`src/rtl/writeback_queue.sv`:
```
// Writeback queue: merges ALU and load results into one register-file write per
// cycle, with youngest-match forwarding and a sticky overflow flag.
module writeback_queue #(
   parameter int DEPTH = 4
) (
   input  logic                     clk,
   input  logic                     rst,
   input  logic                     alu_valid,
   input  logic [4:0]               alu_rd,
   input  logic [31:0]              alu_data,
   input  logic                     mem_valid,
   input  logic [4:0]               mem_rd,
   input  logic [31:0]              mem_data,
   output logic                     in_ready,
   output logic                     write_reg,
   output logic [4:0]               write_reg_addr,
   output logic [31:0]              write_reg_data,
   input  logic [4:0]               fwd_addr,
   output logic                     fwd_hit,
   output logic [31:0]              fwd_data,
   output logic [$clog2(DEPTH):0]   count,
   output logic                     overflow
);

   localparam int PTR_W = $clog2(DEPTH);
   localparam int CNT_W = PTR_W + 1;

   logic [PTR_W-1:0] head_q, head_d;
   logic [PTR_W-1:0] tail_q, tail_d;
   logic [CNT_W-1:0] count_q, count_d;
   logic             overflow_q, overflow_d;
   logic [4:0]       rd_q   [DEPTH];
   logic [4:0]       rd_d   [DEPTH];
   logic [31:0]      data_q [DEPTH];
   logic [31:0]      data_d [DEPTH];

   logic             mem_en, alu_en, empty;
   logic [PTR_W-1:0] wr_ptr, fwd_idx;
   logic [CNT_W-1:0] enq_n, deq_n;

   assign empty          = (count_q == '0);
   assign in_ready       = (CNT_W'(DEPTH) - count_q) >= CNT_W'(2);
   assign write_reg      = !empty;
   assign write_reg_addr = empty ? '0 : rd_q[head_q];
   assign write_reg_data = empty ? '0 : data_q[head_q];
   assign count          = count_q;
   assign overflow       = overflow_q;

   assign mem_en = mem_valid && (mem_rd != '0);
   assign alu_en = alu_valid && (alu_rd != '0);

   // mem is written first so the ALU entry lands in the younger slot
   always_comb begin
      rd_d       = rd_q;
      data_d     = data_q;
      wr_ptr     = tail_q;
      enq_n      = '0;
      deq_n      = empty ? '0 : CNT_W'(1);
      overflow_d = overflow_q;
      if (in_ready) begin
         if (mem_en) begin
            rd_d[wr_ptr]   = mem_rd;
            data_d[wr_ptr] = mem_data;
            wr_ptr         = wr_ptr + PTR_W'(1);
            enq_n          = enq_n + CNT_W'(1);
         end
         if (alu_en) begin
            rd_d[wr_ptr]   = alu_rd;
            data_d[wr_ptr] = alu_data;
            wr_ptr         = wr_ptr + PTR_W'(1);
            enq_n          = enq_n + CNT_W'(1);
         end
      end else if (mem_en || alu_en) begin
         overflow_d = 1'b1;
      end
      tail_d  = wr_ptr;
      head_d  = empty ? head_q : head_q + PTR_W'(1);
      count_d = count_q + enq_n - deq_n;
   end

   // Oldest-to-youngest scan; the last match wins, so the youngest write forwards
   always_comb begin
      fwd_hit  = 1'b0;
      fwd_data = '0;
      fwd_idx  = head_q;
      for (int unsigned i = 0; i < DEPTH; i++) begin
         fwd_idx = head_q + PTR_W'(i);
         if ((CNT_W'(i) < count_q) && (fwd_addr != '0) && (rd_q[fwd_idx] == fwd_addr)) begin
            fwd_hit  = 1'b1;
            fwd_data = data_q[fwd_idx];
         end
      end
   end

   always_ff @(posedge clk or posedge rst) begin
      if (rst) begin
         head_q     <= '0;
         tail_q     <= '0;
         count_q    <= '0;
         overflow_q <= 1'b0;
         for (int unsigned i = 0; i < DEPTH; i++) begin
            rd_q[i]   <= '0;
            data_q[i] <= '0;
         end
      end else begin
         head_q     <= head_d;
         tail_q     <= tail_d;
         count_q    <= count_d;
         overflow_q <= overflow_d;
         rd_q       <= rd_d;
         data_q     <= data_d;
      end
   end

endmodule
```
`config.mk`:
```
export PLATFORM = sky130hd
export DESIGN_NAME = writeback_queue
export DESIGN_NICKNAME = d
export VERILOG_FILES = /design/src/rtl/writeback_queue.sv
export SDC_FILE = /design/constraint.sdc
export NUM_CORES = 1
export LEC_CHECK = 0
export ABC_AREA = 1
export CAP_MARGIN = 20
export CORE_ASPECT_RATIO = 1.25
export CORE_UTILIZATION = 45
export CTS_CLUSTER_DIAMETER = 80
export DETAILED_ROUTE_END_ITERATION = 10
export HOLD_SLACK_MARGIN = 0.1
export PLACE_DENSITY_LB_ADDON = 0.12
export RECOVER_POWER = 100
export SYNTH_ARGS = -nofsm -noshare
export SYNTH_HDL_FRONTEND = slang
export SYNTH_SLANG_ARGS = --single-unit
```
`constraint.sdc`:
```
create_clock -name clk -period 5.15 [get_ports clk]
set_input_delay 0.515 -clock clk [delete_from_list [all_inputs] [get_ports clk]]
set_output_delay 0.515 -clock clk [all_outputs]
set_load 0.02 [all_outputs]
```
==> impl_metrics.toml, run 1 <==
[run_status]
status = "complete, but fails checks"
violations = "capacitance limit, slew limit"

[hold_path]
hold_class = "reg -> reg"
min_to = "overflow"
hold_depth = 1
worstHoldStart = "overflow"

[clock_network]
clock_tree.buffer_depth = 2
cts_buffers = 17
hold_buffers = 0
post_cts_buffers = 0
clk_latency_ns = 0.44
clk_pin_slew_ns = 0.07
cts_resized = 0
cts_sinks = 156
cts_tree = "done"
root_buffer = "clkbuf_16"
htreeDepth = 4

[floorplan]
die_h_um = 192
placementRows = 69
fp.dieW_um = 154
io_pins = 159
start_util_pct = 45.7
core-area_um2 = 28500
dieArea_um2 = 29600

[logic_synthesis]
synth_commonest_cells = "nand2_1, o21ai_0, inv_1"
syn-num-nets = 2239
synth_cell_types = 31
synth.yosys.seq_area_share_pct = 30.0
ys_top_cells_by_area = "dfrtp_1, nand2_1, o21ai_0"
yosysMostFrequentCell = "nand2_1"
synth-async-reset-ratio_pct = 100
synthFlopType = "dfrtp_1"
synth_edf_count = 0
yosys.area.top_type = "dfrtp_1"
netlist_area_um2 = 13000
avgSynthCellArea_um2 = 6.09
yosys_warnings = 0
postSynthCellCount = 2139
synth_top_cell_area_share_pct = 30.0
ys_ff_latch = 156

[sta]
timing.setup.tns_ns = 0
timing.final.hold_violations = 0
fin_hold_ws_ns = 0.478
setup_viol = 0
clock_skew_ns = 0.00856
slew_headroom_pct = -53.6
report.final.slew_viol_count = 289
finalCritPeriodShare_pct = 92.1
finalWorstSetupSlack_ns = 0.409
rsz0062_at_grt = "false"
fmax_mhz = 211
worst_pin_slew_ns = 2.30
finalCriticalPeriod_ns = 4.74

[placement]
numPortBuffers = 158
routabilityCongestion = 0.876
dp_hpwl_um = 29300
pre_cts_ws_ns = 1.07

[global_routing]
globalRouteTotalUtil_pct = 32.1
grt_pass1_wl_um = 74100
globalRouteOverflowTotal = 0
grt_pass1_vias = 13700
antenna_found_initial = 0
grt_max_degree = 106

[pwr]
netSwitchingPower_mw = 6.71
leakage_nw = 7.11
clkPwrFrac_pct = 10.2
pwr-share-comb_pct = 70.9
p_int_mw = 5.37
p_per_area_nw_per_um2 = 798
switching_share_pct = 55.6
peakVddDrop_mv = 0.433
pwr-share-seq_pct = 18.9

[finish]
syn_to_final_growth_pct = 16.2
diodes = 0
drive_above_1_share_pct = 3.33
fin_nets = 2282
multi_input_area_um2 = 7490
fill_cells = 2889
regArea_um2 = 3910

[critical_path]
max_stage_delay_ns = 1.65
worstPathRequired_ns = 5.43
critPathCaptureType = "flop"
crit_family = "buffers and inverters"
crit_type = "in -> reg"
r2r_setup_slack_ns = 0.96
path_max_fanout = 38
reg2regPathDepth = 11
regToRegEndpoint = "data_q[35]"
arrival_ns = 5.02
cp_num_cells = 13
r2r-start = "tail_q[0]"
crit_chain = "dlygate4sd3_1 > nor3_1 > nand2_1 > nand2_1 > xor2_1 > inv_1 > ha_1 > nand2_1 > clkbuf_1 > nand2_1 > nand2_1 > clkbuf_2 > a32oi_1"
path_buf_inv = 4
worst_setup_path_start_kind = "primary input"
slowest_stage = "clkbuf_1"
cpMostUsedCell = "nand2_1"

[routing]
highest_layer = "met4"
viasPerCell = 5.77
wl_per_cell_um = 18.3
wirelength_um = 46800
final_antenna_net_count = 0
drtPass1Iterations = 6
drc = 0
route.met2.wl_um = 21800
via_count = 14700
wl_met3_um = 3500
wl_met1_um = 19800
drt_iter0_drc = 1355

[flow_run]
max_cap_viol_count = 6
==> per-stage QoR <==
| step | util, % | cells | cell area [um^2] | total power, mW |
|---|---|---|---|---|
| floorplan | - | 2139 | 13000 | 8.17 |
| global placement | 51.3 | 2518 | 14600 | 10.8 |
| detailed placement | 51.3 | 2518 | 14600 | 10.9 |
| CTS | 53.2 | 2549 | 15200 | 12.2 |
| global route | 53.1 | 2549 | 15100 | 13.2 |
| finish | 53.1 | 2549 | 15100 | 12.1 |
==> layout make-up <==
cell class	count	share of cell area, %
clock inverters	12	0.760
inverters	231	5.79
clock buffers	19	2.93
multi-input cells	1581	49.5
flip-flops and latches	156	25.8
repair buffers	195	12.3
well taps	355	2.93
==> worst reg2reg max path, delay by kind of cell, from the launching register on <==
family / cells / cell delay (ns)
adders and majority gates: 2 / 0.51
AOI/OAI and AO/OA: 2 / 0.34
DFF: 1 / 0.40
buffers and inverters: 4 / 2.39
and+or+nand+nor: 3 / 0.40
==> routing by layer <==
metal  vias to the layer above  global-route usage (%)
met4                         0                    14.3
met2                       695                    54.0
li1                       7105                       -
met1                      6793                    41.3
met5                         -                       0
met3                       106                    3.95
==> logic make-up (layout without fill, tap and decap cells) <==
logic type,count (synthesis),in the layout,synth area share [%]
xor+xnor,5,5,0.336
simple gates,939,939,27.9
compound gates,620,620,27.5
buf+inv,402,457,12.6
fa+ha+maj,17,17,1.69
flops,156,156,30.0
==> state kept, by name, indices dropped and copies added, names as in the netlist <==
signal / flops
count: 3
data_q: 128
head_q: 2
overflow: 1
rd_q: 20
tail_q: 2
==> worst max-delay path by stage <==
stage	start	endpoint	slack, ns
6_report	mem_rd[0]	data_q[35]	0.41
3_5_place_dp	fwd_addr[2]	fwd_data[18]	1.07
3_3_place_gp	fwd_addr[2]	fwd_data[18]	1.10
2_1_floorplan	rst	count[0]	0.43
5_1_grt	head_q[0]	fwd_data[28]	0.18
4_1_cts	head_q[0]	fwd_data[18]	0.66
==> layout by cell type (no fill, tap or decap), types with 2 or more instances in the layout <==
master,Yosys,layout
dfrtp_1,156,155
buf_4,14,27
nand2_1,680,681
o21ai_1,2,2
o21ai_0,413,413
nand3_1,68,67
inv_1,226,227
dlygate4sd3_1,0,56
clkdlybuf4s50_1,0,102
a31oi_1,42,42
a21oi_1,43,43
xnor2_1,2,2
nor2_2,2,2
clkinv_2,0,3
ha_1,16,16
xor2_1,3,3
o211ai_1,10,10
a32oi_1,107,107
buf_12,0,2
clkbuf_2,3,2
clkbuf_1,101,6
inv_6,0,4
clkbuf_16,0,17
clkinvlp_4,0,6
nor3_1,2,2
nor2_1,182,181
==> power by group through the flow <==
| stage | clock network (mW) | registers (mW) | logic (mW) |
|---|---|---|---|
| after floorplan | 0 | 2.19 | 5.98 |
| after global placement | 0 | 2.28 | 8.49 |
| after detailed placement | 0 | 2.29 | 8.61 |
| after CTS | 1.25 | 2.28 | 8.64 |
| after global routing | 1.29 | 2.37 | 9.58 |
| final | 1.23 | 2.29 | 8.56 |
No activity file was read; power rests on OpenSTA's default activity.
==> run 2: changes to the inputs <==
Settings changed: SETUP_SLACK_MARGIN set to 0.4.
==> impl_metrics.toml, run 2 (synthesized netlist as in run 1, its figures left out) <==
[flow_run]
max_cap_viol_count = 6

[floorplan]
start_util_pct = 45.7
dieArea_um2 = 29600
io_pins = 159
fp.dieW_um = 154
die_h_um = 192
placementRows = 69
core-area_um2 = 28500

[routing]
drc = 0
drtPass1Iterations = 6
wirelength_um = 46700
via_count = 14700
viasPerCell = 5.78
drt_iter0_drc = 1384
wl_per_cell_um = 18.3
final_antenna_net_count = 0

[pwr]
clkPwrFrac_pct = 10.3
netSwitchingPower_mw = 6.72
switching_share_pct = 55.6
leakage_nw = 7.15
p_int_mw = 5.36
pwr-share-seq_pct = 18.9
peakVddDrop_mv = 0.431
pwr-share-comb_pct = 70.8
p_per_area_nw_per_um2 = 797

[sta]
rsz0062_at_grt = "false"
finalCriticalPeriod_ns = 4.56
slew_headroom_pct = -54.2
timing.setup.tns_ns = 0
clock_skew_ns = 0.00831
worst_pin_slew_ns = 2.31
report.final.slew_viol_count = 289
finalCritPeriodShare_pct = 88.5
timing.final.hold_violations = 0
fmax_mhz = 219
fin_hold_ws_ns = 0.477
setup_viol = 0

[finish]
fin_nets = 2282
fin_area_um2 = 15200
final_common_cell = "nand2_1"
drive_above_1_share_pct = 3.37
fill_cells = 2885
final_cell_mix = "nand2_1, o21ai_0, inv_1"
top_register = "data_q"
syn_to_final_growth_pct = 16.3
diodes = 0
utilization_pct = 53.2
largest_register_ffs = 128

[critical_path]
critPathCaptureType = "output port"
arrival_ns = 4.04
path_max_fanout = 40
crit_type = "reg -> out"
worstPathRequired_ns = 4.64
worst_setup_path_start_kind = "flop"

[clock_network]
cts_tree = "done"
post_cts_buffers = 0
clk_latency_ns = 0.45
cts_buffers = 17
clock_tree.buffer_depth = 2
root_buffer = "clkbuf_16"
htreeDepth = 4
clk_pin_slew_ns = 0.06
cts_sinks = 156

[run_status]
violations = "capacitance limit, slew limit"
status = "complete, but fails checks"

[placement]
placed_cell_area_um2 = 14600
numPortBuffers = 158
dp_hpwl_um = 29300
routabilityCongestion = 0.876

[global_routing]
globalRouteOverflowTotal = 0
globalRouteTotalUtil_pct = 32.1
antenna_found_initial = 0
grt_max_degree = 106
grt_pass1_wl_um = 74100
grt_pass1_vias = 13700

[hold_path]
hold_class = "reg -> reg"
[run 2: path summary, 6_finish.rpt]
| kind | start | end | slack [ns] | cells past startpoint |
|---|---|---|---|---|
| max | head_q[0] | fwd_data[2] | 0.59 | 15 |
| min | overflow | overflow | 0.48 | 1 |
| max reg2reg | tail_q[0] | data_q[35] | 1.18 | 11 |
| min reg2reg | overflow | overflow | 0.48 | 1 |
| max in group asynchronous | rst | data_q[87] | 1.11 | 3 |
| min in group asynchronous | rst | data_q[6] | 1.22 | 2 |
[run 2: metrics by stage]
| stage | cells | power, mW | setup WS, ns |
|---|---|---|---|
| finish | 2549 | 12.1 | 0.594 |
| CTS | 2549 | 12.2 | 0.659 |
| detailed placement | 2518 | 10.9 | 1.07 |
| global route | 2549 | 13.2 | 0.244 |
| global placement | 2518 | 10.8 | 1.10 |
| floorplan | 2139 | 8.17 | 0.428 |
[run 2: critical path, stage by stage (launching register included)]
cell and delay (ns):
dfrtp_4 0.57, inv_1 0.11, buf_4 0.23, nand2_1 0.09, nand2_2 0.20, buf_6 0.32
nand3_1 0.10, o21ai_0 0.11, or2_0 0.13, nand3_1 0.10, nor2_4 0.13, clkbuf_2 0.53
nor2_1 0.11, nand2_1 0.10, nand2_1 0.09, dlygate4sd3_1 0.66
[run 2: final cells by class]
type	count	area (um^2)	share of cell area, %
Tap cell	355	444	2.93
Sequential cell	156	3910	25.8
Clock buffer	19	443	2.92
Inverter	231	877	5.79
Multi-Input combinational cell	1581	7500	49.5
Clock inverter	12	115	0.759
Timing Repair Buffer	195	1870	12.3
[run 2: layer usage]
| layer | up-vias | share of wire, % | track usage [%] |
|---|---|---|---|
| met5 | - | 0 | 0 |
| met2 | 699 | 46 | 54.0 |
| li1 | 7110 | - | - |
| met3 | 111 | 7.4 | 3.95 |
| met1 | 6825 | 43 | 41.3 |
| met4 | 0 | 3.6 | 14.3 |
[run 2: repair_timing]
action | CTS | global route
gates resized for setup | 0 | 2
endpoints found under the setup margin | 0 | 13
hold buffers | 0 | 0
hold endpoints to repair | 0 | 0
[run 2: power by group through the flow]
| stage | clock (mW) | sequential (mW) | combinational, mW |
|---|---|---|---|
| final | 1.24 | 2.29 | 8.55 |
| after floorplan | 0 | 2.19 | 5.98 |
| after global placement | 0 | 2.28 | 8.49 |
| after global routing | 1.29 | 2.37 | 9.58 |
| after CTS | 1.25 | 2.28 | 8.64 |
| after detailed placement | 0 | 2.29 | 8.61 |
==> run 3: changes to the inputs <==
Settings changed: SLEW_MARGIN set to 30, TNS_END_PERCENT set to 5.
==> results of run 3 <==
No change in the layout: final DEF, timing and power equal those of run 2.
